==> src/rtl/call_scheduler.sv <==
// Call scheduler: latches per-floor call buttons into a pending register and picks
// the next target floor using SCAN (keep direction while calls remain ahead).
module call_scheduler #(
    parameter int unsigned N_FLOORS = 8,
    parameter int unsigned FLOOR_W  = 3
) (
    input  logic                clk,
    input  logic                reset,
    input  logic [N_FLOORS-1:0] btn,
    input  logic [FLOOR_W-1:0]  etaj_curent,
    input  logic                door_open,
    output logic [FLOOR_W-1:0]  etaj_cerut,
    output logic                cerere_valida,
    output logic                directie,
    output logic [N_FLOORS-1:0] pending
);

    typedef enum logic [1:0] {StIdle, StUp, StDown} state_e;

    state_e              state_q, state_d;
    logic [N_FLOORS-1:0] btn_q;
    logic [N_FLOORS-1:0] press;
    logic [N_FLOORS-1:0] here;
    logic [N_FLOORS-1:0] pending_d;
    logic                above, below;
    logic [FLOOR_W-1:0]  up_tgt, dn_tgt, tgt_d;

    assign press = btn & ~btn_q;

    // One-hot of the current floor; an out-of-range floor matches nothing.
    always_comb begin
        here = '0;
        for (int unsigned i = 0; i < N_FLOORS; i++) begin
            if (etaj_curent == FLOOR_W'(i)) here[i] = 1'b1;
        end
    end

    // Clearing beats setting: a press at the open-door floor is already served.
    assign pending_d = (pending | press) & ~(here & {N_FLOORS{door_open}});

    // Lowest pending floor above and highest pending floor below the car.
    always_comb begin
        above  = 1'b0;
        below  = 1'b0;
        up_tgt = '0;
        dn_tgt = '0;
        for (int unsigned i = 0; i < N_FLOORS; i++) begin
            if (pending[i] && (FLOOR_W'(i) > etaj_curent) && !above) begin
                above  = 1'b1;
                up_tgt = FLOOR_W'(i);
            end
            if (pending[i] && (FLOOR_W'(i) < etaj_curent)) begin
                below  = 1'b1;
                dn_tgt = FLOOR_W'(i);
            end
        end
    end

    always_comb begin
        state_d = state_q;
        case (state_q)
            StIdle: begin
                if (above)      state_d = StUp;
                else if (below) state_d = StDown;
            end
            StUp: begin
                if (!above) state_d = below ? StDown : StIdle;
            end
            StDown: begin
                if (!below) state_d = above ? StUp : StIdle;
            end
            default: state_d = StIdle;
        endcase
    end

    always_comb begin
        tgt_d = etaj_cerut;
        case (state_d)
            StUp:    tgt_d = up_tgt;
            StDown:  tgt_d = dn_tgt;
            default: if (|(pending & here)) tgt_d = etaj_curent;
        endcase
    end

    always_ff @(posedge clk or negedge reset) begin
        if (!reset) begin
            state_q       <= StIdle;
            btn_q         <= '0;
            pending       <= '0;
            etaj_cerut    <= '0;
            cerere_valida <= 1'b0;
            directie      <= 1'b0;
        end else begin
            state_q       <= state_d;
            btn_q         <= btn;
            pending       <= pending_d;
            etaj_cerut    <= tgt_d;
            cerere_valida <= |pending_d;
            directie      <= (state_d == StUp);
        end
    end

endmodule

==> config.mk <==
export PLATFORM = sky130hd
export DESIGN_NAME = call_scheduler
export DESIGN_NICKNAME = d
export VERILOG_FILES = /design/src/rtl/call_scheduler.sv
export SDC_FILE = /design/constraint.sdc
export NUM_CORES = 1
export LEC_CHECK = 0
export CAP_MARGIN = 20
export CORE_MARGIN = 4
export CORE_UTILIZATION = 41
export DETAILED_ROUTE_END_ITERATION = 10
export GPL_ROUTABILITY_DRIVEN = 0
export PLACE_DENSITY = 0.66
export SETUP_SLACK_MARGIN = 0.3
export SYNTH_ARGS = -nofsm -noshare
export SYNTH_HDL_FRONTEND = slang
export SYNTH_SLANG_ARGS = --single-unit
==> constraint.sdc <==
create_clock -name clk -period 5 [get_ports clk]
set_input_delay 0.5 -clock clk [delete_from_list [all_inputs] [get_ports clk]]
set_output_delay 0.5 -clock clk [all_outputs]
set_load 0.02 [all_outputs]
======== After elaboration in Yosys (flattened, before gate mapping) ========
Cells that the tools add are included.
word-level totals
  flip-flop bits (word level) ............. 23
  bits of input ports ..................... 14
  output and inout port bits .............. 13
operators by class
  eq/ne operators ......................... 11
  bitwise gates (word level) .............. 7
  magnitude comparators ................... 16
  reductions and logical operators ........ 35
  muxes and demuxes ....................... 47
operators by type and width
  cell                  number
  $mux W3               13
  $and A8 B8 Y8         4
  $mux W1               27
  $logic_and A1 B1 Y1   23
  $not A8 Y8            2
  $reduce_or A8 Y1      2
  $eq A3 B3 Y1 const B  4
  $gt A3 B3 Y1 const A  4
  $lt A3 B3 Y1 const A  4
  $mux W2               5
  $or A8 B8 Y8          1
  $logic_not A1 Y1      7
  $eq A3 B2 Y1 const B  2
  $gt A1 B3 Y1 const A  2
  $gt A2 B3 Y1 const A  2
  $lt A1 B3 Y1 const A  2
  $lt A2 B3 Y1 const A  2
  $pmux W2 S3           1
  $pmux W3 S2           1
  $eq A2 B1 Y1 const B  2
  $eq A2 B2 Y1 const B  2
  $eq A3 B1 Y1 const B  1
  $logic_not A3 Y1      1
  $reduce_bool A3 Y1    1
  $logic_not A2 Y1      1

======== Logic depth before layout (Yosys ltp) ========
  depth in word-level cells ............... 29
  depth in mapped cells ................... 13
  gate-level depth less buffers ........... 12

======== Worst setup path after synthesis ========
Ideal clock, no wire load.
  kind .................................... input to register
  start point ............................. input etaj_curent[2]
  end point ............................... register etaj_cerut[2]
  arrival ................................. 2.311 ns
  path slack .............................. 2.560 ns
  setup time .............................. 0.130 ns
  buffers on the path ..................... 1
  stages on the path ...................... 12
  path through ............................ and2_1 > buf_6 > a211o_1 > o311ai_1 > nor3_1 > o22ai_1 > inv_1 > ha_1 > inv_1 > and4_1 > a221oi_1 > a21oi_1
between the ends
  elaborated cells on any way between the ends .. 102
  those cells by class .................... 16 x order compare; 9 x eq/ne; 43 x mux; 1 x bitwise; 33 x reduce/logical
RTL lines
  item                                                      line    RTL
  start, declared                                           10      input logic [FLOOR_W-1:0] etaj_curent,
  $gt A1 B3 Y1                                              48      if (pending[i] && (FLOOR_W'(i) > etaj_curent) && !above) begin
  $logic_and A1 B1 Y1                                       48
  $mux W1                                                   48
  $logic_not A1 Y1                                          48
  $logic_and A1 B1 Y1                                       48
  $mux W1                                                   48
  $logic_not A1 Y1                                          48
  $logic_and A1 B1 Y1                                       48
  [13 not listed]                                           --
  $logic_not A1 Y1                                          48
  $logic_and A1 B1 Y1                                       48
  $mux W1                                                   48
  $mux W2, on equally long branches                         67, 63
  $pmux W2 S3 *                                             61      case (state_q)
  net state_d[1]                                            20      state_e state_q, state_d;
  $eq A2 B2 Y1 / $eq A2 B1 Y1 (equally long branches)       78      case (state_d)
  $pmux W3 S2 / $reduce_bool A3 Y1 (equally long branches)  --
  end signal, assigned                                      97      etaj_cerut <= tgt_d;
  end, declared                                             12      output logic [FLOOR_W-1:0] etaj_cerut,
Mark *: on every way through the listed nets, which the timed path passes. The rest lies on a longest branch. The select of a mux whose other input is x is not followed.
A chain may end at the register's enable or synchronous reset.

======== Worst setup path in the final report ========
  start point ............................. input etaj_curent[1]
  end point ............................... register etaj_cerut[2]
The elaborated chain is that of the path after synthesis.

==> metrics.yaml <==
status:
  status: "complete, no violations"
sta:
  rsz0062_at_grt: "no"
  finalCriticalPeriod_ps: 3349
  hold_violations: 0
  worst_pin_slew_ps: 844.4
  max_freq_mhz: 298.6
  setup_tns_ps: 0
  fin_crit_sh_pct: 66.99
  slew_headroom_pct: 43.53
  setup_viol: 0
  fin_worst_skew_ps: 5.822
  layout_setup_ws_ps: 1651
  drv_slew: 0
detailed_routing:
  first_pass_iters: 4
  wl_met3_um: 185
  drt_iter0_markers: 90
  drc: 0
  wl_mm: 3.272
  num_vias: 1205
  wl_met2_mm: 1.500
  drtAntennaViolNets: 0
  vias_per_cell: 5.553
  highest_layer: "met4"
  routedWlPerCell_um: 15.08
  wl_met1_mm: 1.515
critical_path:
  rrSetupSlack_ps: 2360
  crit_path_start: "etaj_curent[1]"
  critPathRequiredTime_ps: 5220
  cp-endpoint: "etaj_cerut[2]"
  timing.rr.start: "pending[2]"
  critPathKind: "input port to flip-flop"
  r2r_cells: 10
  critPathLaunchType: "input port"
  crit_fanout: 25
  rr_endpoint: "etaj_cerut[2]"
  worst-endpoint-arrival_ps: 3570
  endpoint_kind: "flip-flop"
cts:
  post-cts-setup-buffers: 0
  cts.repair.resized: 0
  clk_latency_ps: 330
  htreeDepth: 1
  cts_buffers: 3
  cts.hold.buffers_added: 0
  cts.path.max_buffers: 2
  root_buffer: "clkbuf_4"
  clkSinkCount: 23
  cts_tree: "yes"
  clkTransAtPathRegs_ps: 140
synthesis:
  syn_area_per_cell_um2: 8.809
  synth_seq_cells: 23
  postSynthCellCount: 147
  yosys_warnings: 0
  seq_area_frac_synth_pct: 44.44
  syn_nets: 163
  synth_cell_type_count: 42
  netlist_area_um2: 1295
cells_and_area:
  drive_gt1_share_pct: 6.358
  nets: 190
  diodes: 0
  syn_to_final_growth_pct: 24.73
  mostFrequentLayoutCells: "clkdlybuf4s50_1, dfrtp_1, a21oi_1, inv_1, nor2_1"
  final_common_cell: "clkdlybuf4s50_1"
placement:
  dp_hpwl_mm: 2.357
  numPortBuffers: 26
  post-place-ws_ps: 1388
floorplan:
  die_w_um: 64.20
  num_rows: 20
  dieHeight_um: 64.20
  ios: 27
  die_area_um2: 4122
  core_area_um2: 3028
  start_util_pct: 42.77
global_route:
  first_global_vias: 1217
  track_usage_pct: 17.25
  grt_max_degree: 26
  grt_pass1_wl_mm: 5.678
  overflow: 0
  grt_antenna_before_repair: 0
power_and_ir_drop:
  power.density_nw_per_um2: 300.4
  leakage_nw: 0.6568
  vdd_drop_max_mv: 0.1493
flow_run:
  max-cap-violations: 0
min_path:
  hold_path.class: "input port to async pin"
-- flip-flops by register name, summed over array words and instances, names as in the netlist --
register / cells
etaj_cerut: 3
cerere_valida: 1
btn_q: 8
directie: 1
pending: 8
state_q: 2
-- Yosys cell counts --
cell type | number | area (um2)
buf_2 | 2 | 10.01
nor2b_1 | 5 | 31.28
o22ai_1 | 5 | 31.28
nand2_1 | 9 | 33.78
a31o_2 | 1 | 8.760
nand3_1 | 3 | 15.01
and2_1 | 2 | 12.51
dfrtp_1 | 23 | 575.6
o221a_1 | 1 | 11.26
a21oi_1 | 21 | 105.1
a31oi_1 | 6 | 37.54
o21ai_0 | 8 | 40.04
o211ai_1 | 1 | 7.510
o32a_1 | 1 | 10.01
o22a_1 | 1 | 8.760
nor3_1 | 2 | 10.01
mux4_2 | 1 | 22.52
o31a_2 | 1 | 10.01
a211o_1 | 1 | 8.760
and3_1 | 1 | 6.260
a22oi_1 | 1 | 7.510
and4_1 | 1 | 8.760
nand2b_1 | 2 | 12.51
inv_1 | 15 | 56.30
inv_2 | 2 | 7.510
a32oi_1 | 1 | 8.760
o31ai_1 | 1 | 7.510
o311ai_1 | 1 | 8.760
o2bb2ai_1 | 1 | 8.760
clkbuf_4 | 1 | 7.510
nand4_1 | 2 | 12.51
or3_1 | 1 | 6.260
buf_4 | 1 | 7.510
mux2i_1 | 1 | 10.01
buf_6 | 1 | 11.26
ha_1 | 2 | 25.02
a221oi_1 | 2 | 17.52
nor2_2 | 1 | 6.260
nor2_1 | 11 | 41.29
or4_1 | 1 | 7.510
o21ai_1 | 2 | 10.01
maj3_1 | 1 | 10.01
-- area by class of cell --
| type | instances | area, um2 |
|---|---|---|
| Fill cell | 313 | 1413 |
| Multi-Input combinational cell | 102 | 619.3 |
| Sequential cell | 23 | 575.6 |
| Timing Repair Buffer | 27 | 271.5 |
| Inverter | 17 | 63.81 |
| Tap cell | 44 | 55.05 |
| Clock buffer | 3 | 22.52 |
| Clock inverter | 1 | 7.507 |
-- how the worst min path moves through the flow --
stage                  startpoint            end  cells past startpoint  slack [ps]
finish                      reset       btn_q[2]                      1         510
global route                reset       btn_q[1]                      1         530
CTS                 etaj_cerut[2]  etaj_cerut[2]                      2         560
detailed placement  etaj_cerut[2]  etaj_cerut[2]                      2         520
global placement    etaj_cerut[2]  etaj_cerut[2]                      2         520
floorplan                   reset       btn_q[0]                      0         200
-- routing by layer --
layer	GRT usage, %	vias to the layer above
met5	0	-
met4	5.805	0
met3	3.163	7
met2	27.87	49
met1	23.15	566
li1	-	583
-- cell families (layout without fill, tap and decap cells) --
| kind of cell | count (synthesis) | in the layout | synth area share [%] |
|---|---|---|---|
| flops | 23 | 23 | 44.44 |
| mux | 2 | 2 | 2.512 |
| simple gates | 41 | 41 | 15.75 |
| buf+inv | 22 | 48 | 7.730 |
| fa+ha+maj | 3 | 3 | 2.705 |
| compound gates | 56 | 56 | 26.86 |
-- critical path, stage by stage --
cell and delay, ps:
clkdlybuf4s50_1 850, nand2b_1 370, a211o_1 330, o311ai_1 180, nor3_1 110, o22ai_1 190
inv_1 90, ha_1 360, inv_1 90, and4_1 170, a221oi_1 220, a21oi_1 100
-- report_power, final --
| group | switching, mW | leakage, nW | internal, mW |
|---|---|---|---|
| sequential | 0.0216 | 0.252 | 0.208 |
| combinational | 0.0871 | 0.390 | 0.0759 |
| clock | 0.0619 | 0.0139 | 0.0307 |
| total | 0.171 | 0.657 | 0.315 |
-- stage by stage --
step           util (%)  power, mW  instances  area (um2)  hold slack, ps
3_3_place_gp      51.98     0.3907        212        1574           520.1
3_5_place_dp      51.98     0.3940        212        1574           524.4
4_1_cts           52.98     0.4874        216        1604           558.2
5_1_grt           53.35     0.5164        217        1615           532.9
6_report          53.35     0.4852        217        1615           505.6
2_1_floorplan         -     0.3231        147        1295           204.4
No activity file was read; power rests on OpenSTA's default activity.
